**src/rtl/pipe_front_regs_if.sv**
```systemverilog
// Fetch/decode/execute front-end pipeline register bundle: hazard controls in,
// register contents and performance counters out.
interface pipe_front_regs_if #(parameter int CTRL_W = 10);
  logic              stallF, stallD, flushD, flushE, PC_srcE;
  logic [31:0]       PC_targetE, instrF;
  logic [CTRL_W-1:0] ctrlD;
  logic [4:0]        rs1D, rs2D, rdD;
  logic [31:0]       PCF, instrD, PCD, PCPlus4D;
  logic              validD;
  logic [CTRL_W-1:0] ctrlE;
  logic [4:0]        rs1E, rs2E, rdE;
  logic [31:0]       PCE, PCPlus4E;
  logic              validE;
  logic [15:0]       stall_cnt, flush_cnt;

  modport slave (
    input  stallF, stallD, flushD, flushE, PC_srcE, PC_targetE, instrF,
           ctrlD, rs1D, rs2D, rdD,
    output PCF, instrD, PCD, PCPlus4D, validD, ctrlE, rs1E, rs2E, rdE,
           PCE, PCPlus4E, validE, stall_cnt, flush_cnt
  );
  modport master (
    output stallF, stallD, flushD, flushE, PC_srcE, PC_targetE, instrF,
           ctrlD, rs1D, rs2D, rdD,
    input  PCF, instrD, PCD, PCPlus4D, validD, ctrlE, rs1E, rs2E, rdE,
           PCE, PCPlus4E, validE, stall_cnt, flush_cnt
  );
endinterface

```
**src/rtl/pipe_front_regs.sv**
```systemverilog
// PC, IF/ID and ID/EX pipeline registers with stall/flush/redirect control.
// Define PIPE_PERF_CNT_EN to build the saturating stall/flush counters.
module pipe_front_regs #(
  parameter logic [31:0] RESET_PC  = 32'h0000_0000,
  parameter logic [31:0] NOP_INSTR = 32'h0000_0013,
  parameter int          CTRL_W    = 10
) (
  input logic clk,
  input logic rst_n,
  pipe_front_regs_if.slave bus
);
  logic [31:0]       r_pcf, r_instrd, r_pcd, r_pcp4d, r_pce, r_pcp4e;
  logic              r_validd, r_valide;
  logic [CTRL_W-1:0] r_ctrle;
  logic [4:0]        r_rs1e, r_rs2e, r_rde;
  logic [31:0]       w_pcf_plus4;

  assign w_pcf_plus4 = r_pcf + 32'd4;

  always_ff @(posedge clk or negedge rst_n) begin
    if (!rst_n) begin
      r_pcf    <= RESET_PC;
      r_instrd <= NOP_INSTR;
      r_pcd    <= '0;
      r_pcp4d  <= '0;
      r_validd <= 1'b0;
      r_ctrle  <= '0;
      r_rs1e   <= '0;
      r_rs2e   <= '0;
      r_rde    <= '0;
      r_pce    <= '0;
      r_pcp4e  <= '0;
      r_valide <= 1'b0;
    end else begin
      if (bus.PC_srcE)     r_pcf <= bus.PC_targetE;
      else if (!bus.stallF) r_pcf <= w_pcf_plus4;

      if (bus.flushD) begin
        r_instrd <= NOP_INSTR;
        r_pcd    <= '0;
        r_pcp4d  <= '0;
        r_validd <= 1'b0;
      end else if (!bus.stallD) begin
        r_instrd <= bus.instrF;
        r_pcd    <= r_pcf;
        r_pcp4d  <= w_pcf_plus4;
        r_validd <= 1'b1;
      end

      if (bus.flushE) begin
        r_ctrle  <= '0;
        r_rs1e   <= '0;
        r_rs2e   <= '0;
        r_rde    <= '0;
        r_pce    <= '0;
        r_pcp4e  <= '0;
        r_valide <= 1'b0;
      end else begin
        // Gate control with validity so an empty decode slot never carries
        // reg_wr/result_src into execute.
        r_ctrle  <= r_validd ? bus.ctrlD : '0;
        r_rs1e   <= bus.rs1D;
        r_rs2e   <= bus.rs2D;
        r_rde    <= bus.rdD;
        r_pce    <= r_pcd;
        r_pcp4e  <= r_pcp4d;
        r_valide <= r_validd;
      end
    end
  end

  assign bus.PCF      = r_pcf;
  assign bus.instrD   = r_instrd;
  assign bus.PCD      = r_pcd;
  assign bus.PCPlus4D = r_pcp4d;
  assign bus.validD   = r_validd;
  assign bus.ctrlE    = r_ctrle;
  assign bus.rs1E     = r_rs1e;
  assign bus.rs2E     = r_rs2e;
  assign bus.rdE      = r_rde;
  assign bus.PCE      = r_pce;
  assign bus.PCPlus4E = r_pcp4e;
  assign bus.validE   = r_valide;

`ifdef PIPE_PERF_CNT_EN
  logic [15:0] r_stall_cnt, r_flush_cnt;

  always_ff @(posedge clk or negedge rst_n) begin
    if (!rst_n) begin
      r_stall_cnt <= '0;
      r_flush_cnt <= '0;
    end else begin
      if (bus.stallD && !bus.flushD && r_stall_cnt != 16'hFFFF)
        r_stall_cnt <= r_stall_cnt + 16'd1;
      if (bus.PC_srcE && r_flush_cnt != 16'hFFFF)
        r_flush_cnt <= r_flush_cnt + 16'd1;
    end
  end

  assign bus.stall_cnt = r_stall_cnt;
  assign bus.flush_cnt = r_flush_cnt;
`else
  assign bus.stall_cnt = '0;
  assign bus.flush_cnt = '0;
`endif
endmodule

```
**src/flat_wrapper.sv**
```systemverilog
// flat-port wrapper written by rule: the top's interface ports become plain ports
module pipe_front_regs_flat 
#(
  parameter logic [31:0] RESET_PC  = 32'h0000_0000,
  parameter logic [31:0] NOP_INSTR = 32'h0000_0013,
  parameter int          CTRL_W    = 10
)
  (clk, rst_n, bus_stallF, bus_stallD, bus_flushD, bus_flushE, bus_PC_srcE, bus_PC_targetE, bus_instrF, bus_ctrlD, bus_rs1D, bus_rs2D, bus_rdD, bus_PCF, bus_instrD, bus_PCD, bus_PCPlus4D, bus_validD, bus_ctrlE, bus_rs1E, bus_rs2E, bus_rdE, bus_PCE, bus_PCPlus4E, bus_validE, bus_stall_cnt, bus_flush_cnt);
  pipe_front_regs_if #(.CTRL_W(CTRL_W)) bus_i ();
  input logic clk;
  input logic rst_n;
  input wire logic [$bits(bus_i.stallF)-1:0] bus_stallF;
  input wire logic [$bits(bus_i.stallD)-1:0] bus_stallD;
  input wire logic [$bits(bus_i.flushD)-1:0] bus_flushD;
  input wire logic [$bits(bus_i.flushE)-1:0] bus_flushE;
  input wire logic [$bits(bus_i.PC_srcE)-1:0] bus_PC_srcE;
  input wire logic [$bits(bus_i.PC_targetE)-1:0] bus_PC_targetE;
  input wire logic [$bits(bus_i.instrF)-1:0] bus_instrF;
  input wire logic [$bits(bus_i.ctrlD)-1:0] bus_ctrlD;
  input wire logic [$bits(bus_i.rs1D)-1:0] bus_rs1D;
  input wire logic [$bits(bus_i.rs2D)-1:0] bus_rs2D;
  input wire logic [$bits(bus_i.rdD)-1:0] bus_rdD;
  output wire logic [$bits(bus_i.PCF)-1:0] bus_PCF;
  output wire logic [$bits(bus_i.instrD)-1:0] bus_instrD;
  output wire logic [$bits(bus_i.PCD)-1:0] bus_PCD;
  output wire logic [$bits(bus_i.PCPlus4D)-1:0] bus_PCPlus4D;
  output wire logic [$bits(bus_i.validD)-1:0] bus_validD;
  output wire logic [$bits(bus_i.ctrlE)-1:0] bus_ctrlE;
  output wire logic [$bits(bus_i.rs1E)-1:0] bus_rs1E;
  output wire logic [$bits(bus_i.rs2E)-1:0] bus_rs2E;
  output wire logic [$bits(bus_i.rdE)-1:0] bus_rdE;
  output wire logic [$bits(bus_i.PCE)-1:0] bus_PCE;
  output wire logic [$bits(bus_i.PCPlus4E)-1:0] bus_PCPlus4E;
  output wire logic [$bits(bus_i.validE)-1:0] bus_validE;
  output wire logic [$bits(bus_i.stall_cnt)-1:0] bus_stall_cnt;
  output wire logic [$bits(bus_i.flush_cnt)-1:0] bus_flush_cnt;
  assign bus_i.stallF = bus_stallF;
  assign bus_i.stallD = bus_stallD;
  assign bus_i.flushD = bus_flushD;
  assign bus_i.flushE = bus_flushE;
  assign bus_i.PC_srcE = bus_PC_srcE;
  assign bus_i.PC_targetE = bus_PC_targetE;
  assign bus_i.instrF = bus_instrF;
  assign bus_i.ctrlD = bus_ctrlD;
  assign bus_i.rs1D = bus_rs1D;
  assign bus_i.rs2D = bus_rs2D;
  assign bus_i.rdD = bus_rdD;
  assign bus_PCF = bus_i.PCF;
  assign bus_instrD = bus_i.instrD;
  assign bus_PCD = bus_i.PCD;
  assign bus_PCPlus4D = bus_i.PCPlus4D;
  assign bus_validD = bus_i.validD;
  assign bus_ctrlE = bus_i.ctrlE;
  assign bus_rs1E = bus_i.rs1E;
  assign bus_rs2E = bus_i.rs2E;
  assign bus_rdE = bus_i.rdE;
  assign bus_PCE = bus_i.PCE;
  assign bus_PCPlus4E = bus_i.PCPlus4E;
  assign bus_validE = bus_i.validE;
  assign bus_stall_cnt = bus_i.stall_cnt;
  assign bus_flush_cnt = bus_i.flush_cnt;
  pipe_front_regs #(.RESET_PC(RESET_PC), .NOP_INSTR(NOP_INSTR), .CTRL_W(CTRL_W)) u_core (.clk(clk), .rst_n(rst_n), .bus(bus_i));
endmodule
```
**config.mk**
```make
export PLATFORM = sky130hd
export DESIGN_NAME = pipe_front_regs_flat
export DESIGN_NICKNAME = d
export VERILOG_FILES = /design/src/rtl/pipe_front_regs_if.sv /design/src/rtl/pipe_front_regs.sv /design/src/flat_wrapper.sv
export SDC_FILE = /design/constraint.sdc
export NUM_CORES = 1
export LEC_CHECK = 0
export ABC_AREA = 0
export CAP_MARGIN = 25
export CORE_MARGIN = 10
export CORE_UTILIZATION = 35
export CTS_BUF_LIST = sky130_fd_sc_hd__clkbuf_16
export DETAILED_ROUTE_END_ITERATION = 12
export PLACE_DENSITY = 0.66
export SYNTH_ARGS = -nofsm -noshare
export SYNTH_HDL_FRONTEND = slang
export SYNTH_SLANG_ARGS = --single-unit
export TNS_END_PERCENT = 10
```
**constraint.sdc**
```tcl
create_clock -name clk -period 3.54 [get_ports clk]
set_input_delay 0.708 -clock clk [delete_from_list [all_inputs] [get_ports clk]]
set_output_delay 0.708 -clock clk [all_outputs]
set_load 0.02 [all_outputs]
```
After elaboration in Yosys (flattened, before gate mapping)
Index checks and enable logic that the tools add are counted.
W data, S select, Z words.
- mux-type cells: 18
- equality and inequality tests: 2
- $add $sub $neg: 1
- operator list (kind ; number):
    $mux W32 ; 10
    $add A32 B3 Y32 const B ; 1
    $mux W10 ; 2
    $mux W5 ; 3
    $ne A2 B1 Y1 const B ; 2
    $mux W1 ; 3
- input port bits: 96
- bits in registers: 219
- output and inout port bits: 251

Longest topological paths before layout
- word-level depth: 3
- depth in mapped cells: 7
- gate-level depth less buffers: 5

Worst setup path after synthesis
OpenSTA, ideal clock, no wires.
- kind: reg2reg
- start point: register u_core.r_pcf[3] (netlist: u_core.bus.PCF[3])
- end point: register u_core.r_pcp4d[18] (netlist: u_core.bus.PCPlus4D[18])
- stages on the path, launching flop included: 7
- library setup time: 0.094 ns
- buffers on the path: 1
- required time: 3.446 ns
- clock period less this slack: 2.128 ns
- slack: 1.412 ns
- arrival: 2.034 ns
- cell sequence: dfrtp_1 -> ha_1 -> nand4_1 -> or4_4 -> buf_6 -> o31a_1 -> a221oi_2
- word-level cells in the longest chain between the ends: 3
- RTL lines (item ; RTL line ; text):
    start: declaration ; pipe_front_regs.sv:12 ; logic [31:0] r_pcf, r_instrd, r_pcd, r_pcp4d, r_pce, r_pcp4e;
    start signal: assignment ; pipe_front_regs.sv:35 ; if (bus.PC_srcE) r_pcf <= bus.PC_targetE;
    start signal: assignment ; pipe_front_regs.sv:36 ; else if (!bus.stallF) r_pcf <= w_pcf_plus4;
    $add A32 B3 Y32 ; pipe_front_regs.sv:18 ; assign w_pcf_plus4 = r_pcf + 32'd4;
    $mux W32 ; pipe_front_regs.sv:43 ; end else if (!bus.stallD) begin
    $mux W32 ; pipe_front_regs.sv:38 ; if (bus.flushD) begin
    end signal: assignment ; pipe_front_regs.sv:46 ; r_pcp4d <= w_pcf_plus4;
    end: declaration ; pipe_front_regs.sv:12 ;
Every way passes these cells. The select of a mux whose other input is x is not followed.
A chain may end at the register's enable or synchronous reset.

Final worst setup path
- start point: register u_core.r_pcf[4] (netlist: u_core.bus.PCF[4])
- end point: output bus_PCF[4]
- RTL lines (item ; RTL line ; text):
    end: declaration ; flat_wrapper.sv:23 ; output wire logic [$bits(bus_i.PCF)-1:0] bus_PCF;
No word-level cell between the ends.

==> impl_metrics.sql <==
INSERT INTO impl_metrics (metric_group, metric, value, unit) VALUES
('setup_path', 'slowest_delay', '0.75', 'ns'),
('sta', 'setup-violations-final', '0', ''),
('global_routing', 'grt_pass1_vias', '7458', ''),
('die', 'fp-row-count', '59', ''),
('die', 'die_y', '182', 'um'),
('synth', 'yosys_warnings', '0', ''),
('power', 'power_density', '488', 'nW/um^2'),
('setup_path', 'critical_path.cell_chain', 'clkdlybuf4s50_1', ''),
('sta', 'timing.max_slew.rel_slack', '40.9', '%'),
('synth', 'synth.ff_latch_count', '215', ''),
('die', 'initial_core_util', '35.4', '%'),
('setup_path', 'worstPathMaxFanout', '13', ''),
('cts', 'clk_pin_slew', '0.07', 'ns'),
('drt', 'vias_per_cell', '4.87', ''),
('synth', 'synthesis.area', '9190', 'um^2'),
('setup_path', 'crit_path_end_kind', 'primary output', ''),
('sta', 'worstMarginPinSlew', '0.885', 'ns'),
('cts', 'clockRootBuffer', 'clkbuf_16', ''),
('final_layout', 'fill_cells', '2334', ''),
('sta', 'final-hold-violation-count', '0', ''),
('global_routing', 'grt_overflow_total', '0', ''),
('drt', 'first_pass_iters', '6', ''),
('synth', 'part_of_the_yosys_area_used_for_sequential_elements', '58.6', '%'),
('drt', 'routed_wl', '29.3', 'mm'),
('synth', 'cell_count_after_synthesis', '835', ''),
('job', 'maxCapViolCount', '0', ''),
('setup_path', 'critPathLaunchType', 'flip-flop', ''),
('cts', 'cts-resized-gates', '0', ''),
('synth', 'synth_cell_types', '48', ''),
('setup_path', 'critical-path-top-delay-family', 'buffers and inverters', ''),
('synth', 'postSynthAreaPerCell', '11.0', 'um^2'),
('final_layout', 'stdcell_count', '1475', ''),
('cts', 'cts_setup_buffers', '0', ''),
('die', 'design.die.area', '33100', 'um^2'),
('place', 'gp_congestion', '0.844', ''),
('global_routing', 'global_route.usage.total', '17.1', '%'),
('sta', 'timing.final.crit_share', '72.7', '%'),
('sta', 'setup_tns', '0', 'ns'),
('global_routing', 'antenna_violations_before_repair', '3', ''),
('setup_path', 'r2r_cells', '4', ''),
('drt', 'drt.antenna.violating_nets', '0', ''),
('final_layout', 'layout.nets', '1218', ''),
('sta', 'fmax', '0.389', 'GHz'),
('place', 'port_buffers', '314', ''),
('cts', 'cts_inserted_buffers', '25', ''),
('power', 'peakVddDrop', '347', 'uV'),
('cts', 'ctsHtreeMaxLevel', '1', ''),
('cts', 'hold_buffers', '0', ''),
('place', 'place_hpwl', '21.8', 'mm'),
('hold_path', 'hp-class', 'input port to asynchronous set/reset pin', ''),
('die', 'die_x', '182', 'um'),
('die', 'floorplan.io_pins', '347', ''),
('cts', 'cts_buffer_depth', '3', ''),
('global_routing', 'grt_first_pass_wirelength', '45.5', 'mm'),
('power', 'leakage_power_total', '5.73', 'nW'),
('status', 'run_status', 'finished, final reports clean', ''),
('die', 'design.core.area', '26000', 'um^2'),
('place', 'dp_cell_count', '1429', ''),
('synth', 'synth-edff-count', '0', ''),
('setup_path', 'cp.arrival', '1.87', 'ns'),
('synth', 'synth-main-ff-cell', 'dfrtp_1', ''),
('setup_path', 'criticalPathCategory', 'flip-flop to primary output', ''),
('final_layout', 'final_layout_size_suffix_gt1_share', '5.88', '%'),
('global_routing', 'grt_start_max_net_pins', '71', ''),
('sta', 'slew_viol_final', '0', ''),
('final_layout', 'synthToLayoutAreaGrowth', '44.1', '%'),
('synth', 'asyncSetResetFlopFracSynth', '100', '%'),
('cts', 'clock-sinks', '215', ''),
('setup_path', 'cp_num_cells', '1', ''),
('drt', 'dr.first_iter.drc_count', '480', ''),
('sta', 'setup_repair_after_global_routing_missed_its_margin', 'false', ''),
('cts', 'clock_tree_from_tritoncts', 'done', ''),
('sta', 'min_period', '2.57', 'ns'),
('setup_path', 'worstPathBufferInverterCount', '1', ''),
('cts', 'insertion_delay', '0.52', 'ns'),
('setup_path', 'required', '2.83', 'ns'),
('setup_path', 'worst_path_max_delay_cell', 'clkdlybuf4s50_1', ''),
('drt', 'drc_markers', '0', ''),
('drt', 'avgRoutedWirePerCell', '19.9', 'um'),
('sta', 'finalClockSkew', '0.0132', 'ns'),
('drt', 'num_vias', '7189', '');
[cells in the final DEF, fill, tap and decap left out, types with 2 or more instances in the layout]
cell type | Yosys | final
a211oi_1 | 10 | 10
a21oi_1 | 11 | 11
a221oi_1 | 2 | 2
a221oi_2 | 2 | 2
a311oi_1 | 2 | 2
a31oi_1 | 15 | 15
and2_1 | 12 | 12
and3_1 | 4 | 4
and4_1 | 2 | 2
buf_4 | 39 | 14
bufinv_16 | 0 | 4
clkbuf_16 | 0 | 25
clkdlybuf4s50_1 | 0 | 310
clkinv_1 | 0 | 7
clkinv_2 | 0 | 6
conb_1 | 1 | 32
dfrtp_1 | 212 | 212
dfstp_2 | 3 | 3
inv_1 | 11 | 12
mux2_2 | 2 | 2
mux2i_1 | 59 | 59
nand2_1 | 42 | 42
nand3_1 | 11 | 11
nand4_1 | 12 | 12
nand4b_1 | 4 | 4
nor2_1 | 98 | 98
nor2b_1 | 75 | 75
nor3_1 | 15 | 15
nor4_1 | 8 | 8
o2111a_1 | 4 | 4
o211a_1 | 3 | 3
o21a_1 | 3 | 3
o21ai_0 | 43 | 43
o31a_1 | 4 | 4
or3_1 | 22 | 22
or4_1 | 6 | 6
or4_4 | 3 | 3
xnor2_1 | 19 | 19
xor2_1 | 7 | 7
[cell families (layout without fill, tap and decap cells)]
family,Yosys count,in the layout,synth area share (%)
AOI/OAI and AO/OA,103,103,7.39
xor gates and xnor gates,26,26,2.48
adders and majority gates,1,1,0.136
buffers and inverters,109,382,6.44
DFF,215,215,58.6
muxes,61,61,6.67
other,1,33,0.0408
and+or+nand+nor,319,319,18.3
[final timing paths]
| kind | from | end | slack (ns) |
|---|---|---|---|
| worst max-delay path | u_core.bus.PCF[4]$_DFFE_PN0N_ | bus_PCF[4] | 0.97 |
| worst min-delay path | rst_n | u_core.bus.validE$_DFF_PN0_ | 0.15 |
| worst max register to register | u_core.bus.PCF[5]$_DFFE_PN0N_ | u_core.bus.PCPlus4D[22]$_DFFE_PN0P_ | 1.04 |
| worst min register to register | u_core.bus.PCD[13]$_DFFE_PN0P_ | u_core.bus.PCE[13]$_DFF_PN0_ | 0.51 |
| max in group asynchronous | rst_n | u_core.bus.instrD[4]$_DFFE_PN1P_ | 2.52 |
| min in group clk | u_core.bus.PCD[13]$_DFFE_PN0P_ | u_core.bus.PCE[13]$_DFF_PN0_ | 0.51 |
[cell usage after synthesis (2+ instances only)]
cell | instances | area share, %
dfrtp_1 | 212 | 58
nor2_1 | 98 | 4.0
nor2b_1 | 75 | 5.1
mux2i_1 | 59 | 6.4
o21ai_0 | 43 | 2.3
nand2_1 | 42 | 1.7
buf_4 | 39 | 3.2
clkbuf_1 | 32 | 1.3
or3_1 | 22 | 1.5
xnor2_1 | 19 | 1.8
buf_2 | 17 | 0.93
a31oi_1 | 15 | 1.0
nor3_1 | 15 | 0.82
and2_1 | 12 | 0.82
nand4_1 | 12 | 0.82
a21oi_1 | 11 | 0.60
inv_1 | 11 | 0.45
nand3_1 | 11 | 0.60
a211oi_1 | 10 | 0.82
buf_1 | 8 | 0.33
nor4_1 | 8 | 0.54
xor2_1 | 7 | 0.67
or4_1 | 6 | 0.49
and3_1 | 4 | 0.27
nand4b_1 | 4 | 0.38
o2111a_1 | 4 | 0.49
o31a_1 | 4 | 0.38
dfstp_2 | 3 | 0.86
o211a_1 | 3 | 0.33
o21a_1 | 3 | 0.25
or4_4 | 3 | 0.37
a221oi_1 | 2 | 0.19
a221oi_2 | 2 | 0.33
a311oi_1 | 2 | 0.19
and4_1 | 2 | 0.19
buf_6 | 2 | 0.25
mux2_2 | 2 | 0.25
[state kept, by name, summed over array words and instances, names as in the netlist]
name / cells
u_core.bus.ctrlE: 10
u_core.bus.PCF: 32
u_core.bus.validD: 1
u_core.bus.PCE: 32
u_core.bus.validE: 1
u_core.bus.instrD: 32
u_core.bus.PCPlus4D: 32
u_core.bus.rs2E: 5
u_core.bus.rdE: 5
u_core.bus.rs1E: 5
u_core.bus.PCPlus4E: 30
u_core.bus.PCD: 30
[where the power goes]
group | switching [W] | internal (W)
combinational | 0.000591 | 0.000508
sequential | 0.000167 | 0.00261
clock | 0.00102 | 0.00157
[through the flow]
step / area (um^2) / total power, W / setup slack (ns) / hold WS (ns) / utilization (%)
after floorplan: 9310 / 0.00335 / 1.41 / 0.412 / -
after global placement: 12400 / 0.00392 / 0.960 / 0.502 / 47.8
after detailed placement: 12400 / 0.00394 / 0.915 / 0.503 / 47.8
after CTS: 13200 / 0.00657 / 0.955 / 0.150 / 51.0
after global routing: 13200 / 0.00676 / 0.871 / 0.176 / 51.0
final: 13200 / 0.00647 / 0.967 / 0.149 / 51.0
[layout make-up]
cell class | count | area [um^2] | area share, %
Sequential cell | 215 | 5380 | 40.7
Multi-Input combinational cell | 542 | 3330 | 25.2
Tap cell | 335 | 419 | 3.17
Clock inverter | 20 | 196 | 1.48
Inverter | 11 | 41.3 | 0.312
Clock buffer | 25 | 626 | 4.72
Timing Repair Buffer | 326 | 3240 | 24.5
Antenna cell | 1 | 2.50 | 0.0189
[routing by layer]
metal / track usage [%] / vias to the layer above / wire, um
met1: 21.3 / 3494 / 12000
met4: 4.98 / 4 / 632
li1: - / 3346 / -
met2: 27.1 / 302 / 13600
met3: 6.34 / 43 / 2990
met5: 0 / - / 21
No activity file was read; power rests on OpenSTA's default activity.
